[src/rtl/tdc_ro_pkg.sv]
// Shared state encoding, m_data field offsets and helpers for the TDC readout mux.
package tdc_ro_pkg;

    localparam int NUM_CH = 8;
    localparam int CH_W   = 3;

    // Field offsets above the payload: m_data[DW+HDR_BIT] is is_hdr, chan sits at DW+CHAN_LSB.
    localparam int HDR_BIT  = 3;
    localparam int CHAN_LSB = 0;

    typedef enum logic [1:0] {
        S_IDLE = 2'd0,
        S_HDR  = 2'd1,
        S_XFER = 2'd2,
        S_REL  = 2'd3
    } ro_state_t;

    function automatic logic [NUM_CH-1:0] onehot8(input logic [CH_W-1:0] idx);
        return NUM_CH'(1) << idx;
    endfunction

endpackage

[src/rtl/tdc_ro_outreg.sv]
// Single-stage valid/ready output register; holds data and last while stalled.
module tdc_ro_outreg #(
    parameter int W = 28
) (
    input  logic         clk,
    input  logic         resetn,
    input  logic         i_load,
    input  logic [W-1:0] i_data,
    input  logic         i_last,
    input  logic         i_ready,
    output logic [W-1:0] o_data,
    output logic         o_valid,
    output logic         o_last
);

    logic [W-1:0] r_data;
    logic         r_valid;
    logic         r_last;

    always_ff @(posedge clk or negedge resetn) begin
        if (!resetn) begin
            r_data  <= '0;
            r_valid <= 1'b0;
            r_last  <= 1'b0;
        end else if (i_load) begin
            r_data  <= i_data;
            r_valid <= 1'b1;
            r_last  <= i_last;
        end else if (i_ready) begin
            r_valid <= 1'b0;
            r_last  <= 1'b0;
        end
    end

    assign o_data  = r_data;
    assign o_valid = r_valid;
    assign o_last  = r_last;

endmodule

[src/rtl/tdc_readout_mux.sv]
// Drains one burst from the granted TDC channel, tags beats with the channel ID and releases the grant.
// Optional burst header beat with an 8-bit sequence number when TDC_RO_HEADER_EN is defined.
module tdc_readout_mux
    import tdc_ro_pkg::*;
#(
    parameter int DW        = 24,
    parameter int MAX_BURST = 16
) (
    input  logic                clk,
    input  logic                resetn,
    input  logic [CH_W-1:0]     grant,
    input  logic [NUM_CH-1:0]   ch_valid,
    input  logic [8*DW-1:0]     ch_data,
    input  logic [NUM_CH-1:0]   ch_last,
    output logic [NUM_CH-1:0]   ch_rd,
    output logic [NUM_CH-1:0]   done,
    output logic [DW+3:0]       m_data,
    output logic                m_valid,
    output logic                m_last,
    input  logic                m_ready
);

    localparam int                CNT_W    = $clog2(MAX_BURST) + 1;
    localparam logic [CNT_W-1:0]  LAST_CNT = CNT_W'(MAX_BURST - 1);

    ro_state_t          r_state;
    ro_state_t          w_state_nxt;
    logic [CH_W-1:0]    r_cur_ch;
    logic [CNT_W-1:0]   r_beat_cnt;

    logic               w_can_load;
    logic               w_pop;
    logic               w_latch;
    logic               w_load;
    logic               w_load_last;
    logic [DW+3:0]      w_load_data;
    logic [NUM_CH-1:0]  w_done;
    logic [NUM_CH-1:0]  w_ch_rd;
    logic [DW-1:0]      w_cur_payload;
    logic               w_cur_last;

`ifdef TDC_RO_HEADER_EN
    logic [7:0]         r_seq;
    logic               w_hdr_fire;
`endif

    assign w_can_load    = ~m_valid | m_ready;
    assign w_cur_payload = ch_data[int'(r_cur_ch)*DW +: DW];
    // Forced end of burst once MAX_BURST beats have gone out without ch_last.
    assign w_cur_last    = ch_last[r_cur_ch] | (r_beat_cnt == LAST_CNT);

    always_comb begin
        w_state_nxt = r_state;
        w_done      = '0;
        w_ch_rd     = '0;
        w_pop       = 1'b0;
        w_latch     = 1'b0;
        w_load      = 1'b0;
        w_load_last = 1'b0;
        w_load_data = '0;
`ifdef TDC_RO_HEADER_EN
        w_hdr_fire  = 1'b0;
`endif
        case (r_state)
            S_IDLE: begin
                // Empty granted channel releases in the same cycle.
                w_done = onehot8(grant) & ~ch_valid;
                if (ch_valid[grant]) begin
                    w_latch = 1'b1;
`ifdef TDC_RO_HEADER_EN
                    w_state_nxt = S_HDR;
`else
                    w_state_nxt = S_XFER;
`endif
                end
            end
`ifdef TDC_RO_HEADER_EN
            S_HDR: begin
                if (w_can_load) begin
                    w_hdr_fire                        = 1'b1;
                    w_load                            = 1'b1;
                    w_load_data[DW+HDR_BIT]           = 1'b1;
                    w_load_data[DW+CHAN_LSB +: CH_W]  = r_cur_ch;
                    w_load_data[DW-1:0]               = DW'(r_seq);
                    w_state_nxt                       = S_XFER;
                end
            end
`endif
            S_XFER: begin
                w_pop   = ch_valid[r_cur_ch] & w_can_load;
                w_ch_rd = onehot8(r_cur_ch) & {NUM_CH{w_pop}};
                if (w_pop) begin
                    w_load                           = 1'b1;
                    w_load_last                      = w_cur_last;
                    w_load_data[DW+CHAN_LSB +: CH_W] = r_cur_ch;
                    w_load_data[DW-1:0]              = w_cur_payload;
                    if (w_cur_last)
                        w_state_nxt = S_REL;
                end
            end
            S_REL: begin
                w_done      = onehot8(r_cur_ch);
                w_state_nxt = S_IDLE;
            end
            default: w_state_nxt = S_IDLE;
        endcase
    end

    always_ff @(posedge clk or negedge resetn) begin
        if (!resetn) begin
            r_state    <= S_IDLE;
            r_cur_ch   <= '0;
            r_beat_cnt <= '0;
        end else begin
            r_state <= w_state_nxt;
            if (w_latch) begin
                r_cur_ch   <= grant;
                r_beat_cnt <= '0;
            end else if (w_pop) begin
                r_beat_cnt <= r_beat_cnt + CNT_W'(1);
            end
        end
    end

`ifdef TDC_RO_HEADER_EN
    always_ff @(posedge clk or negedge resetn) begin
        if (!resetn)
            r_seq <= '0;
        else if (w_hdr_fire)
            r_seq <= r_seq + 8'd1;
    end
`endif

    tdc_ro_outreg #(
        .W (DW + 4)
    ) u_outreg (
        .clk     (clk),
        .resetn  (resetn),
        .i_load  (w_load),
        .i_data  (w_load_data),
        .i_last  (w_load_last),
        .i_ready (m_ready),
        .o_data  (m_data),
        .o_valid (m_valid),
        .o_last  (m_last)
    );

    assign ch_rd = w_ch_rd;
    assign done  = w_done;

endmodule
[config.mk]
export PLATFORM = sky130hd
export DESIGN_NAME = tdc_readout_mux
export DESIGN_NICKNAME = d
export VERILOG_FILES = /design/src/rtl/tdc_ro_pkg.sv /design/src/rtl/tdc_ro_outreg.sv /design/src/rtl/tdc_readout_mux.sv
export SDC_FILE = /design/constraint.sdc
export NUM_CORES = 1
export LEC_CHECK = 0
export ABC_CLOCK_PERIOD_IN_PS = 5600
export CELL_PAD_IN_SITES_DETAIL_PLACEMENT = 1
export CELL_PAD_IN_SITES_GLOBAL_PLACEMENT = 2
export CORE_AREA = 2 2 132 134
export DETAILED_ROUTE_END_ITERATION = 12
export DIE_AREA = 0 0 134 136
export PLACE_DENSITY = 0.84
export SLEW_MARGIN = 20
export SYNTH_ARGS = -nofsm -noshare
export SYNTH_HDL_FRONTEND = slang
export SYNTH_SLANG_ARGS = --single-unit
[constraint.sdc]
create_clock -name clk -period 5.6 [get_ports clk]
set_input_delay 1.12 -clock clk [delete_from_list [all_inputs] [get_ports clk]]
set_output_delay 1.12 -clock clk [all_outputs]
set_load 0.02 [all_outputs]
==> impl_metrics.ini <==
[routing]
drt_first_iter_violations = 143
wl_per_cell_um = 19.4
wirelength_mm = 14.9
ant_nets = 0
drc = 0
vias_per_cell = 4.61
vias = 3544
drtPass1Iterations = 4

[synth]
synth_top_area_cell = mux4_2
syn_area_sq_um = 3490
synth.area.top_cells = mux4_2, dfrtp_1, mux2i_1
ys_ff_latch = 39
syn-num-nets = 522
ys_seq_area_frac = 0.280
synth_top_cell_area_share = 0.316
synthCells = 303
synthFlopType = dfrtp_1
yosysWarnings = 0
synth.most_common_cell = mux4_2
async_reset_ff_frac = 1.00
synth.distinct_cells = 38
synth_common_cells = mux4_2, dfrtp_1, nand2_1
synth_edf_count = 0
syn_avg_cell_area_sq_um = 11.5

[sta]
finalCriticalPeriod_ps = 4490
setup_viol = 0
hold_viol_final = 0
fin_crit_sh = 0.802
worst_hold_slack_ps = 475
finClkSkew_ps = 1.82
fmax_ghz = 0.223
slew_violations = 0
relSlewSlack = 0.371
rsz0062_at_grt = no
finalSetupTns_ps = 0
worstMarginPinSlew_ps = 944

[setup_path]
startpoint_type = input port
arrival_ps = 3370
path_max_fanout = 6
r2r_slack_ps = 2840
cp_data_required_time_ps = 4480
r2r_start = r_cur_ch[1]$_DFFE_PN0P_
startpoint = m_ready
rr_endpoint = u_outreg.o_data[25]$_DFFE_PN0P_
crit_type = in -> out
ff2ff_path_depth = 5
crit_path_end_kind = primary output

[clock_network]
cts_tree = built
root_buffer = clkbuf_16
clock_sinks = 39
path_clk_slew_ps = 60
cts_setup_buffers = 0
clock_tree.buffer_depth = 2
cts_buffers = 5
hold_buffers = 0
post_cts_resize_count = 0
htreeDepth = 2
clock_latency_ps = 270

[grt]
overflow = 0
grt_max_degree = 62
grt_pass1_vias = 3970
grt_first_pass_wirelength_mm = 22.0
grt_antenna_before_repair = 1
globalRouteTotalUtil = 0.156

[min_path]
whs_endpoint = u_outreg.o_data[1]$_DFFE_PN0P_
min-delay-start = u_outreg.o_data[1]$_DFFE_PN0P_
hp-class = reg -> reg
hold_depth = 2

[run_status]
status = complete, no violations

[layout]
fin_util = 0.377
design_area_sq_um = 6360
final_cell_count_no_fill = 769
regArea_sq_um = 981
fillers = 1836
multi_input_comb_area_sq_um = 2320
fin_nets = 762
syn_to_final_growth_pct = 82.1
drive_gt1_frac = 0.140

[placement]
dp.final_hpwl_mm = 12.2
dp.cells = 761
placed_area_sq_um = 6210
gp_congestion = 0.880
io_buffers = 258

[power]
powerDensity_nw_per_um2 = 402
ir_worst_vdd_mv = 0.123
p_leak_nw = 2.45

[die]
io_pins = 260
rows = 48
die_area_sq_um = 18200
core-area_sq_um = 16900
die_w_um = 134
die_height_um = 136
initial_core_util = 0.207

[flow_run]
cap_viol_max_count = 0
metrics by stage:
step / total power, mW / setup WS, ps
finish: 2.56 / 1110
detailed placement: 2.32 / 1100
CTS: 2.61 / 1100
floorplan: 1.71 / 1870
global route: 2.75 / 1010
global placement: 2.27 / 1190
registers in the layout (all words and copies together), names as in the netlist:
name / cells
r_beat_cnt: 5
u_outreg.o_valid: 1
u_outreg.o_data: 27
r_cur_ch: 3
u_outreg.o_last: 1
r_state: 2
layer usage:
layer,GRT usage,wire length [um],vias to the layer above
met5,0,0,-
li1,-,-,1645
met3,0.0324,985,12
met1,0.182,5700,1736
met2,0.294,8030,151
met4,0.0325,200,0
logic make-up (layout without fill, tap and decap cells):
| logic type | after synthesis | count (layout) | synth area share |
|---|---|---|---|
| AND/OR/NAND/NOR | 81 | 81 | 0.113 |
| XOR/XNOR | 1 | 1 | 0.00251 |
| flip-flops | 39 | 39 | 0.280 |
| AO/OA/AOI/OAI | 51 | 51 | 0.0965 |
| buffers and inverters | 36 | 276 | 0.0563 |
| other | 1 | 2 | 0.00107 |
| adder cells (fa/ha/maj) | 5 | 5 | 0.0179 |
| multiplexers | 89 | 89 | 0.433 |
power breakdown:
part           internal (mW)  switching, mW
clock                  0.174          0.105
combinational          0.883          0.843
sequential             0.414          0.139
worst max-delay path: stages:
cell,delay (ps)
clkdlybuf4s50_1,480
nor2b_1,90
nor4b_2,380
o311ai_4,180
or2_1,310
nor3_1,160
clkdlybuf4s50_1,650
placed cells by master (no fill, tap or decap), types with 4 or more instances in the layout:
cell             count
a21oi_1              5
clkbuf_16            5
clkdlybuf4s50_1    257
dfrtp_1             37
ha_1                 5
inv_1                6
mux2_2               5
mux2i_1             35
mux4_2              49
nand2_1             38
nand2b_1             7
nor2_1              15
nor3_1               4
nor4_1               4
o21ai_0             30
o32a_1               6
worst max-delay path by stage:
| stage | end | slack, ps | cells past startpoint |
|---|---|---|---|
| floorplan | ch_rd[0] | 1870 | 6 |
| global placement | ch_rd[4] | 1190 | 7 |
| detailed placement | ch_rd[4] | 1100 | 7 |
| CTS | ch_rd[4] | 1100 | 7 |
| global route | ch_rd[4] | 1010 | 7 |
| finish | ch_rd[4] | 1110 | 7 |
cell type report:
cell class,instances,area share
timing repair buffer,261,0.409
multi-input combinational,228,0.365
sequential,39,0.154
tap,225,0.0443
clock buffer,6,0.0219
inverter,8,0.00472
clock inverter,1,0.000787
antenna,1,0.000394
No activity file was read; power rests on OpenSTA's default activity.
